File: config.mk
export PLATFORM = sky130hd
export DESIGN_NAME = psa_reduce_seq
export DESIGN_NICKNAME = d
export VERILOG_FILES = /design/src/rtl/psa_reduce_seq.sv
export SDC_FILE = /design/constraint.sdc
export NUM_CORES = 1
export LEC_CHECK = 0
export ABC_CLOCK_PERIOD_IN_PS = 8500
export BUFFER_PORTS_ARGS = -buffer_cell sky130_fd_sc_hd__buf_2
export CORE_UTILIZATION = 55
export CTS_CLUSTER_DIAMETER = 120
export CTS_CLUSTER_SIZE = 25
export DETAILED_ROUTE_END_ITERATION = 10
export PLACE_DENSITY = 0.83
export SLEW_MARGIN = 20
export SYNTH_ARGS = -nofsm -noshare
export SYNTH_HDL_FRONTEND = slang
export SYNTH_SLANG_ARGS = --single-unit
File: constraint.sdc
create_clock -name clk -period 8.5 [get_ports clk]
set_input_delay 0.425 -clock clk [delete_from_list [all_inputs] [get_ports clk]]
set_output_delay 0.425 -clock clk [all_outputs]
set_load 0.02 [all_outputs]
File: src/rtl/psa_reduce_seq.sv
// Multi-cycle reduction of two packed 4x4-bit signed operands into one 16-bit sum plus lane-overflow flag.
// Define PSA_RED_FAST_EN to process two lanes per cycle (2-cycle latency instead of 4).
module psa_reduce_seq #(
   parameter int LANES = 4
) (
   input  logic        clk,
   input  logic        rst_n,
   input  logic        start,
   input  logic [15:0] A,
   input  logic [15:0] B,
   output logic        busy,
   output logic        done,
   output logic [15:0] Sum,
   output logic        Ovfl,
   output logic [1:0]  state_dbg_o
);

`ifdef PSA_RED_FAST_EN
   localparam int STEP = 2;
`else
   localparam int STEP = 1;
`endif

   typedef enum logic [1:0] {
      IDLE = 2'd0,
      RUN  = 2'd1,
      DONE = 2'd2
   } state_t;

   // Handshake: start is accepted only in IDLE/DONE; busy and done are
   // decoded from the state so they can never be high together. Sum/Ovfl
   // are valid only while done is high and hold the last result otherwise.
   state_t      state_q, state_d;
   logic [1:0]  cnt_q, cnt_d;
   logic [15:0] a_q, a_d;
   logic [15:0] b_q, b_d;
   logic [15:0] acc_q, acc_d;
   logic        ovf_q, ovf_d;
   logic [15:0] sum_q, sum_d;
   logic        ovfl_q, ovfl_d;

   function automatic logic [15:0] lane_val(input logic [15:0] a, input logic [15:0] b,
                                             input logic [1:0] l);
      logic [3:0] an, bn;
      an = a[{l, 2'b00} +: 4];
      bn = b[{l, 2'b00} +: 4];
      return {{12{an[3]}}, an} + {{12{bn[3]}}, bn};
   endfunction

   function automatic logic lane_ovf(input logic [15:0] a, input logic [15:0] b,
                                     input logic [1:0] l);
      logic [3:0] an, bn, s;
      an = a[{l, 2'b00} +: 4];
      bn = b[{l, 2'b00} +: 4];
      s  = an + bn;
      return (an[3] == bn[3]) && (s[3] != an[3]);
   endfunction

   always_comb begin
      state_d = state_q;
      cnt_d   = cnt_q;
      a_d     = a_q;
      b_d     = b_q;
      acc_d   = acc_q;
      ovf_d   = ovf_q;
      sum_d   = sum_q;
      ovfl_d  = ovfl_q;
      case (state_q)
         IDLE, DONE: begin
            if (start) begin
               a_d     = A;
               b_d     = B;
               acc_d   = '0;
               ovf_d   = 1'b0;
               cnt_d   = '0;
               state_d = RUN;
            end
         end
         RUN: begin
            for (int k = 0; k < STEP; k++) begin
               acc_d = acc_d + lane_val(a_q, b_q, cnt_q + 2'(k));
               ovf_d = ovf_d | lane_ovf(a_q, b_q, cnt_q + 2'(k));
            end
            cnt_d = cnt_q + 2'(STEP);
            // Result registers only move on the final lane step.
            if (cnt_q == 2'(LANES - STEP)) begin
               sum_d   = acc_d;
               ovfl_d  = ovf_d;
               state_d = DONE;
            end
         end
         default: state_d = IDLE;
      endcase
   end

   always_ff @(posedge clk or negedge rst_n) begin
      if (!rst_n) begin
         state_q <= IDLE;
         cnt_q   <= '0;
         a_q     <= '0;
         b_q     <= '0;
         acc_q   <= '0;
         ovf_q   <= 1'b0;
         sum_q   <= '0;
         ovfl_q  <= 1'b0;
      end else begin
         state_q <= state_d;
         cnt_q   <= cnt_d;
         a_q     <= a_d;
         b_q     <= b_d;
         acc_q   <= acc_d;
         ovf_q   <= ovf_d;
         sum_q   <= sum_d;
         ovfl_q  <= ovfl_d;
      end
   end

   assign busy        = (state_q == RUN);
   assign done        = (state_q == DONE);
   assign Sum         = sum_q;
   assign Ovfl        = ovfl_q;
   assign state_dbg_o = state_q;

endmodule

-- Word level (Yosys, flattened, before mapping)
Index checks and enable logic that the tools add are counted.
- register bits after elaboration: 70
- word-level logic and storage cells: 39
- add/sub/neg operators: 4
- equality and inequality tests: 7
- shift operators: 2
- muxes and demuxes: 9
- bitwise logic cells: 1
- reductions and logical operators: 8
- operators by type and width (cell ; count):
    $pmux W16 S2 ; 1
    $shiftx A16 B5 Y4 ; 2
    $add A16 B16 Y16 ; 1
    $mux W16 ; 1
    $pmux W2 S2 ; 2
    $reduce_and A2 Y1 ; 4
    $mux W2 ; 3
    $add A4 B4 Y5 ; 1
    $add A4 B4 Y4 ; 1
    $eq A2 B2 Y1 const B ; 2
    $add A2 B1 Y2 const B ; 1
    $eq A2 B1 Y1 const B ; 1
    $logic_not A2 Y1 ; 1
    $ne A2 B1 Y1 const B ; 1
    $ne A2 B2 Y1 const B ; 1
    $pmux W1 S2 ; 1
    $reduce_bool A2 Y1 ; 1
    $reduce_or A2 Y1 ; 1
    $eq A1 B1 Y1 ; 1
    $logic_and A1 B1 Y1 ; 1
    $mux W1 ; 1
    $ne A1 B1 Y1 ; 1
    $or A1 B1 Y1 ; 1

-- Longest topological paths before layout
Gate-level depths: netlist of run 1.
- depth after elaboration: 6
- mapped depth: 14

-- Worst setup path before layout of run 1
No wires, ideal clock.
- path type: reg-to-reg
- start: register cnt_q[0]
- end: register sum_q[12], in the netlist Sum[12]
- setup time: 124 ps
- arrival: 3667 ps
- slack: 4709 ps
- cell stages (with the launch flop): 14
- cell sequence: dfrtp_1 buf_2 mux4_2 ha_1 fa_1 nand2_1 a22oi_1 inv_1 ha_1 nor4_1 a21oi_2 a31oi_1 mux2_1 a211o_1
- cells in the longest elaborated chain, start to end: 3
- RTL lines (element ; line ; text):
    from (decl) ; 34 ; logic [1:0] cnt_q, cnt_d;
    from (signal assigned) ; 108 ; cnt_q <= cnt_d;
    $shiftx A16 B5 Y4, on equally long branches ; 45, 46 ;
    $add A4 B4 Y5 ; 47 ; return {{12{an[3]}}, an} + {{12{bn[3]}}, bn};
    $add A16 B16 Y16 ; 81 ; acc_d = acc_d + lane_val(a_q, b_q, cnt_q + 2'(k));
    to (signal assigned) ; 113 ; sum_q <= sum_d;
    to (decl) ; 39 ; logic [15:0] sum_q, sum_d;
Parallel ways exist; a longest one is shown, timed or not.
A chain may end at the register's enable or synchronous reset.

-- Worst setup path after layout of run 1
Ends and elaborated chain as after synthesis.

==> results.toml, run 1 <==
[drt]
route.detailed.drc = 0
wl_per_cell_um = 15.1
first_iter_violations = 186
routed-via-count = 2982
drtAntennaViolNets = 0
detail_route.first_pass.iterations = 6
routed_wl_um = 8030
via_per_inst = 5.63

[worst_setup_path]
startpoint_type = "flop"
cp_slowest_stage_delay_ps = 710
critPathKind = "flop to flop"
crit_top_cell = "ha_1"
path_max_fanout = 12
required_ps = 8740
endpoint_kind = "flop"
cp_slowest_cell = "dfrtp_1"
cp_cell_sequence = "mux4_2 > ha_1 > fa_1 > nand2_1 > a22oi_1 > inv_1 > ha_1 > nor4_1 > a21oi_2 > a31oi_1 > mux2_1 > a211o_1"
arrival_ps = 4560

[logic_synthesis]
syn-instance-count = 399
synth.largest_area_cell = "dfrtp_1"
synthTopCellsByCount = "nand2_1, dfrtp_1, o21ai_0, ha_1, clkbuf_1"
ys_seq_area_share_pct = 46.7
synth-warning-count = 0
synth_top_area_share_pct = 46.7
syn_nets = 457
synth_cell_types = 48
synthesis.area_sq_um = 3750
synth_edf_count = 0
avgSynthCellArea_sq_um = 9.41
ys_ff_latch = 70
synthTopCellsByArea = "dfrtp_1, nand2_1, ha_1"
synth_most_common_cell = "nand2_1"
synth_flop_cell = "dfrtp_1"
synthArstFlopShare_pct = 100

[timing]
relSlewSlack_pct = 35.9
setup_violations = 0
hold_viol_final = 0
min_period_ps = 4320
rsz0062_at_grt = "false"
tightest_slew_ps = 959
slew_viol_final = 0
fmax_ghz = 0.231
setup_tns_ps = 0
finalCritPeriodShare_pct = 50.9
fin_skew_ps = 11.7

[global_route]
grt_max_degree = 71
grt_pass1_vias = 3023
grtUsageTotal_pct = 25.7
grt_pass1_wl_um = 14300
grt_overflow_total = 0
antenna_found_initial = 0

[place]
dp_hpwl_um = 5700
port_buffers = 55
gp_congestion = 0.891

[floorplanning]
ios = 56
initial_utilization_pct = 58.1
dieArea_sq_um = 7160
die_h_um = 84.6
rows = 29
coreArea_sq_um = 6460
dieWidth_um = 84.6

[clocking]
cts_tree = "built"
clockBufferDepth = 2
h-tree-depth = 3
cts_hold_buffers = 0
postCtsSetupRepairBufs = 0
clk_pin_slew_ps = 80
cts_sinks = 70
cts_resized = 0
root_buffer = "clkbuf_8"
cts_made_buffers = 9
clock_latency_ps = 350

[run]
drv_cap = 0

[layout]
nets = 507
final_layout_size_suffix_gt1_share_pct = 19.9
fill_cells = 533
register_area_sq_um = 1750
area_delta_synth_final_pct = 14.9
diodes = 0
multiInputGateArea_sq_um = 1910

[hold_path]
holdCritPathClass = "input pin to flop"

[status]
outcome = "finished, final reports clean"
-- final cells by class --
cell class / count / share of cell area (%)
clock buffer: 9 / 2.87
sequential: 70 / 40.6
clock inverter: 6 / 2.58
tap: 77 / 2.23
multi-input combinational: 302 / 44.2
inverter: 9 / 0.783
timing repair buffer: 57 / 6.73
-- critical path, delay by kind of cell (launching register included) --
family          cells  cell delay (ps)
flops               1              710
mux                 2              930
buf+inv             1              360
simple gates        2              440
compound gates      4              730
fa+ha+maj           3             1040
-- cell usage in the layout (no fill, tap or decap), types with 2 or more instances in the layout --
| master | n |
|---|---|
| bufinv_16 | 3 |
| ha_1 | 21 |
| a21oi_1 | 12 |
| a21boi_1 | 2 |
| nand3_1 | 7 |
| dfrtp_1 | 70 |
| a22o_1 | 4 |
| nor2_1 | 9 |
| nor2b_1 | 2 |
| a21oi_2 | 3 |
| nand2_1 | 138 |
| nand4_1 | 3 |
| o31ai_1 | 8 |
| mux4_2 | 8 |
| o211ai_2 | 2 |
| inv_1 | 9 |
| nand2b_1 | 5 |
| nor3_1 | 3 |
| a221oi_1 | 2 |
| o21ai_0 | 22 |
| xor2_1 | 5 |
| clkbuf_8 | 9 |
| or3_1 | 2 |
| nor3b_1 | 3 |
| a21o_1 | 4 |
| and2_1 | 3 |
| o21ai_1 | 3 |
| buf_2 | 55 |
| a211o_1 | 3 |
| xnor2_1 | 6 |
| and3_1 | 2 |
| fa_1 | 2 |
| buf_4 | 2 |
-- path summary, 6_finish.rpt --
kind / depth (start not counted) / slack, ps / start / end
min in group asynchronous: 2 / 270 / rst_n / acc_q[8]
worst max-delay path: 12 / 4180 / cnt_q[0] / Sum[12]
worst max register to register: 12 / 4180 / cnt_q[0] / Sum[12]
worst min-delay path: 3 / 260 / A[6] / a_q[6]
max in group asynchronous: 2 / 7660 / rst_n / b_q[0]
worst min register to register: 2 / 470 / Sum[9] / Sum[9]
-- per-stage QoR --
step | hold slack [ps] | util [%] | setup WS, ps | cell area, sq um | std cells
2_1_floorplan | 129 | - | 4710 | 3750 | 399
3_3_place_gp | 452 | 63.1 | 4290 | 4070 | 515
3_5_place_dp | 460 | 63.1 | 4180 | 4080 | 515
4_1_cts | 249 | 66.7 | 4170 | 4310 | 530
5_1_grt | 245 | 66.8 | 3840 | 4320 | 530
6_report | 256 | 66.8 | 4180 | 4320 | 530
-- metal layers --
metal | share of wire [%] | vias up | global-route usage (%)
met3 | 4.7 | 17 | 6.10
met1 | 45 | 1407 | 33.3
met4 | 2.2 | 0 | 10.3
li1 | - | 1476 | -
met2 | 48 | 82 | 42.0
met5 | 0 | - | 0
-- state kept, by name (all words and copies together), names as in the netlist --
signal,cells
Sum,16
a_q,16
acc_q,16
b_q,16
cnt_q,2
state_dbg_o,2
Ovfl,1
ovf_q,1
-- cell families after synthesis --
kind of cell | after synthesis | synth area share (%)
compound gates | 77 | 14.4
simple gates | 181 | 20.1
flops | 70 | 46.7
mux | 10 | 5.40
fa+ha+maj | 23 | 8.06
buf+inv | 27 | 2.80
xor+xnor | 11 | 2.57
Power of run 1 is not shown: default switching activity piles up to over one toggle a cycle in this logic, so the estimate is an artifact.
==> run 2, diff against run 1 <==
--- a/config.mk
+++ b/config.mk
@@ -5,9 +5,9 @@
 export SDC_FILE = /design/constraint.sdc
 export NUM_CORES = 1
 export LEC_CHECK = 0
-export ABC_CLOCK_PERIOD_IN_PS = 8500
+export ABC_CLOCK_PERIOD_IN_PS = 3500
 export BUFFER_PORTS_ARGS = -buffer_cell sky130_fd_sc_hd__buf_2
-export CORE_UTILIZATION = 55
+export CORE_UTILIZATION = 52
 export CTS_CLUSTER_DIAMETER = 120
 export CTS_CLUSTER_SIZE = 25
 export DETAILED_ROUTE_END_ITERATION = 10
==> constraint.sdc (replaced) <==
create_clock -name clk -period 3.5 [get_ports clk]
set_input_delay 0.175 -clock clk [delete_from_list [all_inputs] [get_ports clk]]
set_output_delay 0.175 -clock clk [all_outputs]
set_load 0.02 [all_outputs]
==> run 2 against run 1 <==
  * Sequential cell count unchanged
  * Critical path type unchanged
  * Utilization up 8.3 points
  * Register-to-register slack lost 4300 ps
  * Design area is 20% higher
  * Global-route usage is 1.8 points higher
  * The flow now finishes with violations (setup timing)
==> results.toml, run 2 (synthesized netlist as in run 1, its figures left out) <==
[floorplanning]
rows = 30
dieArea_sq_um = 7560
dieWidth_um = 87.0
initial_utilization_pct = 54.7
ios = 56
coreArea_sq_um = 6870
die_h_um = 87.0

[worst_setup_path]
startpoint_type = "flop"
cp_slowest_cell = "mux4_2"
cpLargestDelayFamily = "compound AO/OA/AOI/OAI gates"
endpoint_kind = "flop"
required_ps = 3770
arrival_ps = 3930
crit_top_cell = "buf_6"
critPathKind = "flop to flop"
cp_cell_sequence = "buf_6 > buf_6 > mux4_2 > ha_4 > nand2_2 > a22oi_2 > clkinvlp_4 > buf_6 > ha_4 > a21o_1 > a21o_1 > a31oi_2 > mux2_4 > a211o_1"
crit_start = "cnt_q[0]"
r2r-start = "cnt_q[0]"
cp_slowest_stage_delay_ps = 520
path_buf_inv = 4
path_max_fanout = 6

[timing]
tightest_slew_ps = 748
slew_viol_final = 0
min_period_ps = 3670
setup_tns_ps = -1140
setup_violations = 11
relSlewSlack_pct = 50.1
finalCritPeriodShare_pct = 105
fin_skew_ps = 14.6
hold_viol_final = 0
fin_ws_ps = -168
fmax_ghz = 0.273
rsz0062_at_grt = "true"

[status]
violations = "setup timing"
outcome = "finished with violations"

[drt]
routed_wl_um = 9890
detail_route.first_pass.iterations = 4
routed-via-count = 3324
drtAntennaViolNets = 0
via_per_inst = 5.43
wl_per_cell_um = 16.2
route.detailed.drc = 0
first_iter_violations = 209

[clocking]
clk_pin_slew_ps = 90
cts_made_buffers = 9
cts_sinks = 70
clock_latency_ps = 370
root_buffer = "clkbuf_8"
h-tree-depth = 3
clockBufferDepth = 2
cts_tree = "built"

[global_route]
grt_overflow_total = 0
grtUsageTotal_pct = 27.5
grt_max_degree = 48
grt_pass1_vias = 3372
grt_pass1_wl_um = 15700
antenna_found_initial = 0

[place]
gp_congestion = 0.878
pre_cts_slack_ps = -264
post_dp_cell_area_sq_um = 4460
port_buffers = 55
dp_hpwl_um = 6250

[layout]
design_area_sq_um = 5160
diodes = 0
layout_common_cells = "nand2_1, dfrtp_1, buf_2"
area_delta_synth_final_pct = 37.4
final_common_cell = "nand2_1"
final_layout_size_suffix_gt1_share_pct = 36.0
nets = 569
fill_cells = 469

[hold_path]
holdCritPathClass = "input pin to flop"
hold_path_startpoint = "A[1]"

[run]
drv_cap = 0
==> run 2: per-stage QoR <==
step | std cells | hold slack (ps) | util [%]
after floorplan | 399 | -121 | -
after global placement | 576 | 182 | 65.0
after detailed placement | 576 | 192 | 65.0
after CTS | 608 | 0.0215 | 71.8
after global routing | 612 | -2.93 | 75.1
final | 612 | 0.635 | 75.1
==> run 2: final cells by class <==
cell class              instances  area [sq um]  area share [%]
inverters                       9          33.8           0.655
clock inverters                 7          96.3            1.87
clock buffers                   9           124            2.40
repair buffers                118           795            15.4
multi-input cells             302          2230            43.2
repair inverters                1          7.51           0.146
well taps                      96           120            2.33
flip-flops and latches         70          1750            34.0
==> run 2: layer usage <==
layer	GRT usage, %	vias up	wire, um
li1	-	1596	-
met5	0	-	0
met3	5.97	31	377
met2	46.0	83	5100
met4	10.9	0	276
met1	34.7	1614	4130
==> run 2: final timing paths <==
path | endpoint | slack [ps] | cells past startpoint
max reg2reg | Sum[12] | -170 | 14
min in group asynchronous | Sum[9] | 330 | 2
min reg2reg | Sum[1] | 470 | 2
min | a_q[1] | 0.6 | 3
max | Sum[12] | -170 | 14
max in group asynchronous | cnt_q[0] | 2130 | 3
==> run 2: tightest hold or removal path: stages <==
cell	delay, ps
buf_2	80
nand2_1	40
nand2_1	50
==> run 2: repair_timing <==
| item | in CTS | in global routing |
|---|---|---|
| gates resized for setup | 21 | 40 |
| endpoints found under the hold margin | 33 | 0 |
| setup endpoints to repair | 16 | 21 |
| hold buffers | 11 | 0 |
| gates cloned | 1 | 0 |
| pin swaps | 7 | 18 |
| buffers inserted | 5 | 4 |
Power of run 2 is left out for the same reason.
